File: src/rtl/register_file.sv
// 32 x 32-bit register file feeding the ALU operand ports.
// Two combinational reads, one synchronous write, r0 reads as zero.
module register_file #(
    parameter int FORWARD = 0,
    parameter int WIDTH   = 32
) (
    input  logic             clk,
    input  logic             reset,
    input  logic [4:0]       readAddr1,
    input  logic [4:0]       readAddr2,
    output logic [WIDTH-1:0] readData1,
    output logic [WIDTH-1:0] readData2,
    input  logic [4:0]       writeAddr,
    input  logic [WIDTH-1:0] writeData,
    input  logic             writeEnable
);

    logic [WIDTH-1:0] regs [1:31];
    logic [WIDTH-1:0] regView [0:31];
    logic [31:0]      writeSel;
    logic             hit1;
    logic             hit2;

    always_comb begin
        writeSel = '0;
        if (writeEnable) begin
            writeSel[writeAddr] = 1'b1;
        end
        writeSel[0] = 1'b0;
    end

    always_ff @(posedge clk) begin
        if (reset) begin
            for (int i = 1; i < 32; i++) begin
                regs[i] <= '0;
            end
        end else begin
            for (int i = 1; i < 32; i++) begin
                if (writeSel[i]) begin
                    regs[i] <= writeData;
                end
            end
        end
    end

    // r0 has no storage; the view gives the read muxes a full 32-entry table
    always_comb begin
        regView[0] = '0;
        for (int i = 1; i < 32; i++) begin
            regView[i] = regs[i];
        end
    end

    always_comb begin
        hit1 = (FORWARD != 0) && !reset && writeSel[readAddr1];
        hit2 = (FORWARD != 0) && !reset && writeSel[readAddr2];
    end

    assign readData1 = hit1 ? writeData : regView[readAddr1];
    assign readData2 = hit2 ? writeData : regView[readAddr2];

endmodule

File: config.mk
export PLATFORM = sky130hd
export DESIGN_NAME = register_file
export DESIGN_NICKNAME = d
export VERILOG_FILES = /design/src/rtl/register_file.sv
export SDC_FILE = /design/constraint.sdc
export NUM_CORES = 2
export LEC_CHECK = 0
export BUFFER_PORTS_ARGS = -buffer_cell sky130_fd_sc_hd__buf_2
export CAP_MARGIN = 25
export CORE_MARGIN = 1
export CORE_UTILIZATION = 35
export CTS_CLUSTER_SIZE = 30
export DETAILED_ROUTE_END_ITERATION = 8
export GPL_TIMING_DRIVEN = 0
export PLACE_DENSITY = 0.52
export SETUP_SLACK_MARGIN = 0.5
export SYNTH_ARGS = -nofsm -noshare
export SYNTH_HDL_FRONTEND = slang
export SYNTH_SLANG_ARGS = --single-unit
File: constraint.sdc
create_clock -name clk -period 3.2 [get_ports clk]
set_clock_uncertainty 0.15 [all_clocks]
set_input_delay 0.32 -clock clk [delete_from_list [all_inputs] [get_ports clk]]
set_output_delay 0.32 -clock clk [all_outputs]
set_load 0.02 [all_outputs]
## Word-level counts from Yosys, hierarchy flattened

Memory sizes are Yosys's and may differ from the RTL's.
Index checks and enable logic that the tools add are counted.

| operators by class | value |
|---|---|
| $lt $le $gt $ge | 4 |
| mux-type cells | 135 |
| bitwise gates (word level) | 33 |
| reductions and logical operators | 1 |

Operators with widths:

| operator | count |
|---|---|
| two-way mux 32 bit | 36 |
| binary-select mux 32 bit (select 5 bit) | 2 |
| two-way mux 1 bit | 96 |
| bitwise OR 1 bit | 31 |
| greater-or-equal comparator 6 bit (second input constant) | 2 |
| NOT 5 -> 6 bit | 2 |
| less-than comparator 5 x 6 -> 1 bit (second input constant) | 1 |
| demux 1 bit (select 5 bit) | 1 |
| greater-or-equal comparator 5 x 1 -> 1 bit (second input constant) | 1 |
| logical AND 1 bit | 1 |

| word-level totals | value |
|---|---|
| bits in registers | 0 |
| memory bits (writable) | 992 |
| input port bits | 50 |
| output and inout port bits | 64 |
| logic and storage cells | 174 |
| memories kept | 1 |

Memories:

| memory | words | bits a word | rd ports | clocked after Yosys merged registers in | write ports | RTL line | source |
|---|---|---|---|---|---|---|---|
| regs | 31 | 32 | 31 | 0 | 31 | 18 | `logic [WIDTH-1:0] regs [1:31];` |

## Depth between registers and ports, before layout

| depth | value |
|---|---|
| depth after elaboration | 9 |
| gate-level depth with buffers | 9 |
| gate-level depth less buffers | 4 |

## Least setup slack after synthesis

Ideal clock, no wire load.

| timing path | value |
|---|---|
| kind | input port to flip-flop |
| start point | input port writeAddr[4] |
| end point | register regs[0][256] (netlist name) |
| setup time | 428 ps |
| data arrival time | 2597 ps |
| data required time | 2622 ps |
| slack | 25 ps |
| stages on the path | 4 |
| path buffers | 2 |
| cells stage by stage | buf_2 -> or3b_2 -> buf_2 -> o21bai_1 |

RTL lines:

| what | RTL line | source |
|---|---|---|
| start, declared | 13 | `input logic [4:0] writeAddr,` |

## Final worst setup path

| timing path | value |
|---|---|
| start point | input port readAddr2[1] |
| end point | output port readData2[25] |

| between the ends | value |
|---|---|
| word-level cells in the longest chain between the ends | 4 |

RTL lines:

| what | RTL line | source |
|---|---|---|
| start, declared | 10 | `input logic [4:0] readAddr2,` |
| NOT 5 -> 6 bit (not written as such) | 60 | `assign readData2 = hit2 ? writeData : regView[readAddr2];` |
| binary-select mux 32 bit (select 5 bit) | 60 |  |
| two-way mux 32 bit (not written as such) (2 in a row) | 60 |  |
| end, declared | 12 | `output logic [WIDTH-1:0] readData2,` |

Every way passes these cells. The select of a mux whose other input is x is not followed.

==> run metrics <==
Min-Delay Path Class=primary input to flip-flop; clock group share of total power=38.1%; Global Route Usage Sum=28.3%; core area=0.150 mm2; Post-synth top flop=edfxtp_1; Netlist Area Pre-Place=0.0534 mm2; Final setup violation count=0; Die Y=392 um; Max Fclk=316 MHz; Util after Layout=42.8%; Top reg by flops=regs; placed inst area=0.0577 mm2; min cycle time layout=3.16 ns; final-stage net count=4,026; routed vias/inst=6.01; switching pwr=0.00923 W; cell count after synthesis=3,674; largest cells by area after synthesis=edfxtp_1, mux4_2, and2_1; Num CTS Buffers=113; top cell type's share of synthesized area=55.8%; Cell Pwr Density=521 mW/mm2; Initial DRC Count=5,024; post-synthesis adder-cell area fraction=0%; TritonRoute pass-1 iters=7; Ys Warns=0; syn_nets=3,724; drt drc=0; Post-synth ARST share=0%; clock slew at reported path FFs=0.06 ns; largest family of logic cells by synthesized area=multiplexers; routing usage on met1=39.0%; GRT Residual Overflow=0; Worst EP arrival=2.69 ns; Leakage=22.3 nW; vias in the first global route=35,500; Syn Area/Cell=14.5 um2; Yosys reg bits=992; relative slew slack=14.2%; WP data required=2.73 ns; Root Buffer=clkbuf_16; share of cells above drive strength 1=29.2%; Final Hold Violating Endpoints=0; Int Pwr=0.0243 W; Sw Share=27.5%; max FFs per register=992; Synth area leader=edfxtp_1; I/O pin cnt=114; GPL Wtd Cong=0.963; Final WS setup=0.0384 ns; fin cells=6,089; GR Util met2=42.5%; top-count cell post-synth=and2_1; Placement Setup Slack=-1.19 ns; EDFF count, synth=992; synthesis-to-finish area growth=20.7%; element type at the critical path end=primary output; DP HPWL=163,000 um; combinational share of power=15.9%; clk buf depth=3; pin count of the biggest net entering global routing=27; routed wire length=219,000 um; mux cell area share after synthesis=20.6%; first-pass GRT wire length=295,000 um; status=finished, final reports clean; met3 usage=6.35%; max-cap violation count=0; DR WL/cell=36.0 um; Final Instance Area=0.0644 mm2; Top Registers=regs: 992 flops; Initial Utilization=35.5%; Simple-Gate Fraction of Synth Area=13.4%; RSZ-0062 raised after global routing=true; die area=0.154 mm2; H-tree level count=3; sequential share of power=46.0%; Synth cell types=27; global route hottest layer=met2; FP Rows=142; die width=392 um; Startpoint Class=primary input; Least-Margin Pin Slew=1.29 ns; CTS tree=built; clock sink total=992; post-synthesis sequential area ratio=55.8%; dpl cells=5,839; Post-synth top cells=and2_1, edfxtp_1, mux4_2, clkbuf_1, a22o_1; Fillers=13,700; Antenna Nets Post-Route=0; Worst Path Max Fanout=10; vias=36,600; critical path type=primary input to primary output; Slew Viols, Final=0; Peak supply drop=0.388 mV; Synth Area in Compound Gates=6.74%; Port Buffers=104; final worst path period share=98.8%; Total Power=0.0336 W; XOR/XNOR Fraction of Synth Area=0%; initial antenna violation count=20
==> stage by stage <==
step | hold slack (ns) | TNS (ns)
after floorplan | 0.368 | 0
after global placement | 0.502 | -792.37
after detailed placement | 0.500 | -48.89
after CTS | 0.0907 | 0
after global routing | 0.0957 | 0
final | 0.150 | 0
==> power groups by stage <==
| stage | combinational, W | clock (W) | sequential, W |
|---|---|---|---|
| 2_1_floorplan | 0.00255 | 0 | 0.0155 |
| 3_3_place_gp | 0.00432 | 0 | 0.0157 |
| 3_5_place_dp | 0.00451 | 0 | 0.0157 |
| 4_1_cts | 0.00513 | 0.0128 | 0.0154 |
| 5_1_grt | 0.00543 | 0.0133 | 0.0155 |
| 6_report | 0.00534 | 0.0128 | 0.0154 |
==> path summary, 6_finish.rpt <==
kind / start / end / slack (ns) / depth (start not counted)
min: reset / regs[0][993]$_SDFFCE_PN0P_ / 0.15 / 2
max: readAddr2[1] / readData2[25] / 0.04 / 8
==> final cells by class <==
class                           instances  area, um2  share of cell area (%)
Antenna cell                            6       15.0                  0.0233
Timing Repair Buffer                  187       2200                    3.41
Clock buffer                          127       2900                    4.50
Inverter                                2       7.51                  0.0117
Buffer                                408       2310                    3.59
Multi-Input combinational cell       2272      24100                    37.3
Tap cell                             2016       2520                    3.92
Sequential cell                       992      29800                    46.2
Clock inverter                         79        616                   0.956
==> logic make-up after synthesis <==
| logic type | Yosys count |
|---|---|
| AND/OR/NAND/NOR | 1185 |
| flip-flops | 992 |
| AO/OA/AOI/OAI | 479 |
| buffers and inverters | 410 |
| multiplexers | 608 |
==> per-layer routing <==
| layer | vias up | part of all wire, % |
|---|---|---|
| met5 | - | 0.041 |
| met4 | 16 | 5.2 |
| met3 | 440 | 10 |
| met2 | 2190 | 44 |
| met1 | 19200 | 41 |
| li1 | 14700 | - |
==> placed cells by master, fill, tap and decap left out, types with 6 or more instances in the layout <==
master	n
bufinv_16	9
mux2i_1	158
buf_4	27
o31ai_2	6
and3_1	32
o31ai_4	55
buf_2	81
mux2_2	64
buf_16	11
a211oi_2	20
clkinv_2	28
clkbuf_16	114
clkinv_1	33
clkbuf_8	8
clkbuf_2	55
buf_6	88
clkbuf_1	237
clkbuf_4	13
a22o_1	192
edfxtp_1	992
nand2_1	69
o21ai_2	6
o21bai_4	31
nor2b_1	8
nor2_1	34
o21ai_4	58
dlygate4sd3_1	32
buf_8	19
o22ai_1	6
a211oi_1	44
buf_12	33
and2_1	1026
diode_2	6
o22ai_2	53
mux4_2	384
==> critical path: stages <==
cell and delay, ns:
buf_2 0.24, and2_1 0.17, clkbuf_1 0.25, clkbuf_1 0.80, a22o_1 0.34, o21ai_4 0.09
o31ai_2 0.20, buf_2 0.27
==> what timing repair did <==
action	in CTS	in global routing
gates resized for setup	542	123
hold endpoints to repair	32	0
gates cloned	0	0
hold buffers	32	0
endpoints found under the setup margin	64	64
pin swaps	93	73
setup buffers	4	0
Power figures use the tool's default switching activity.
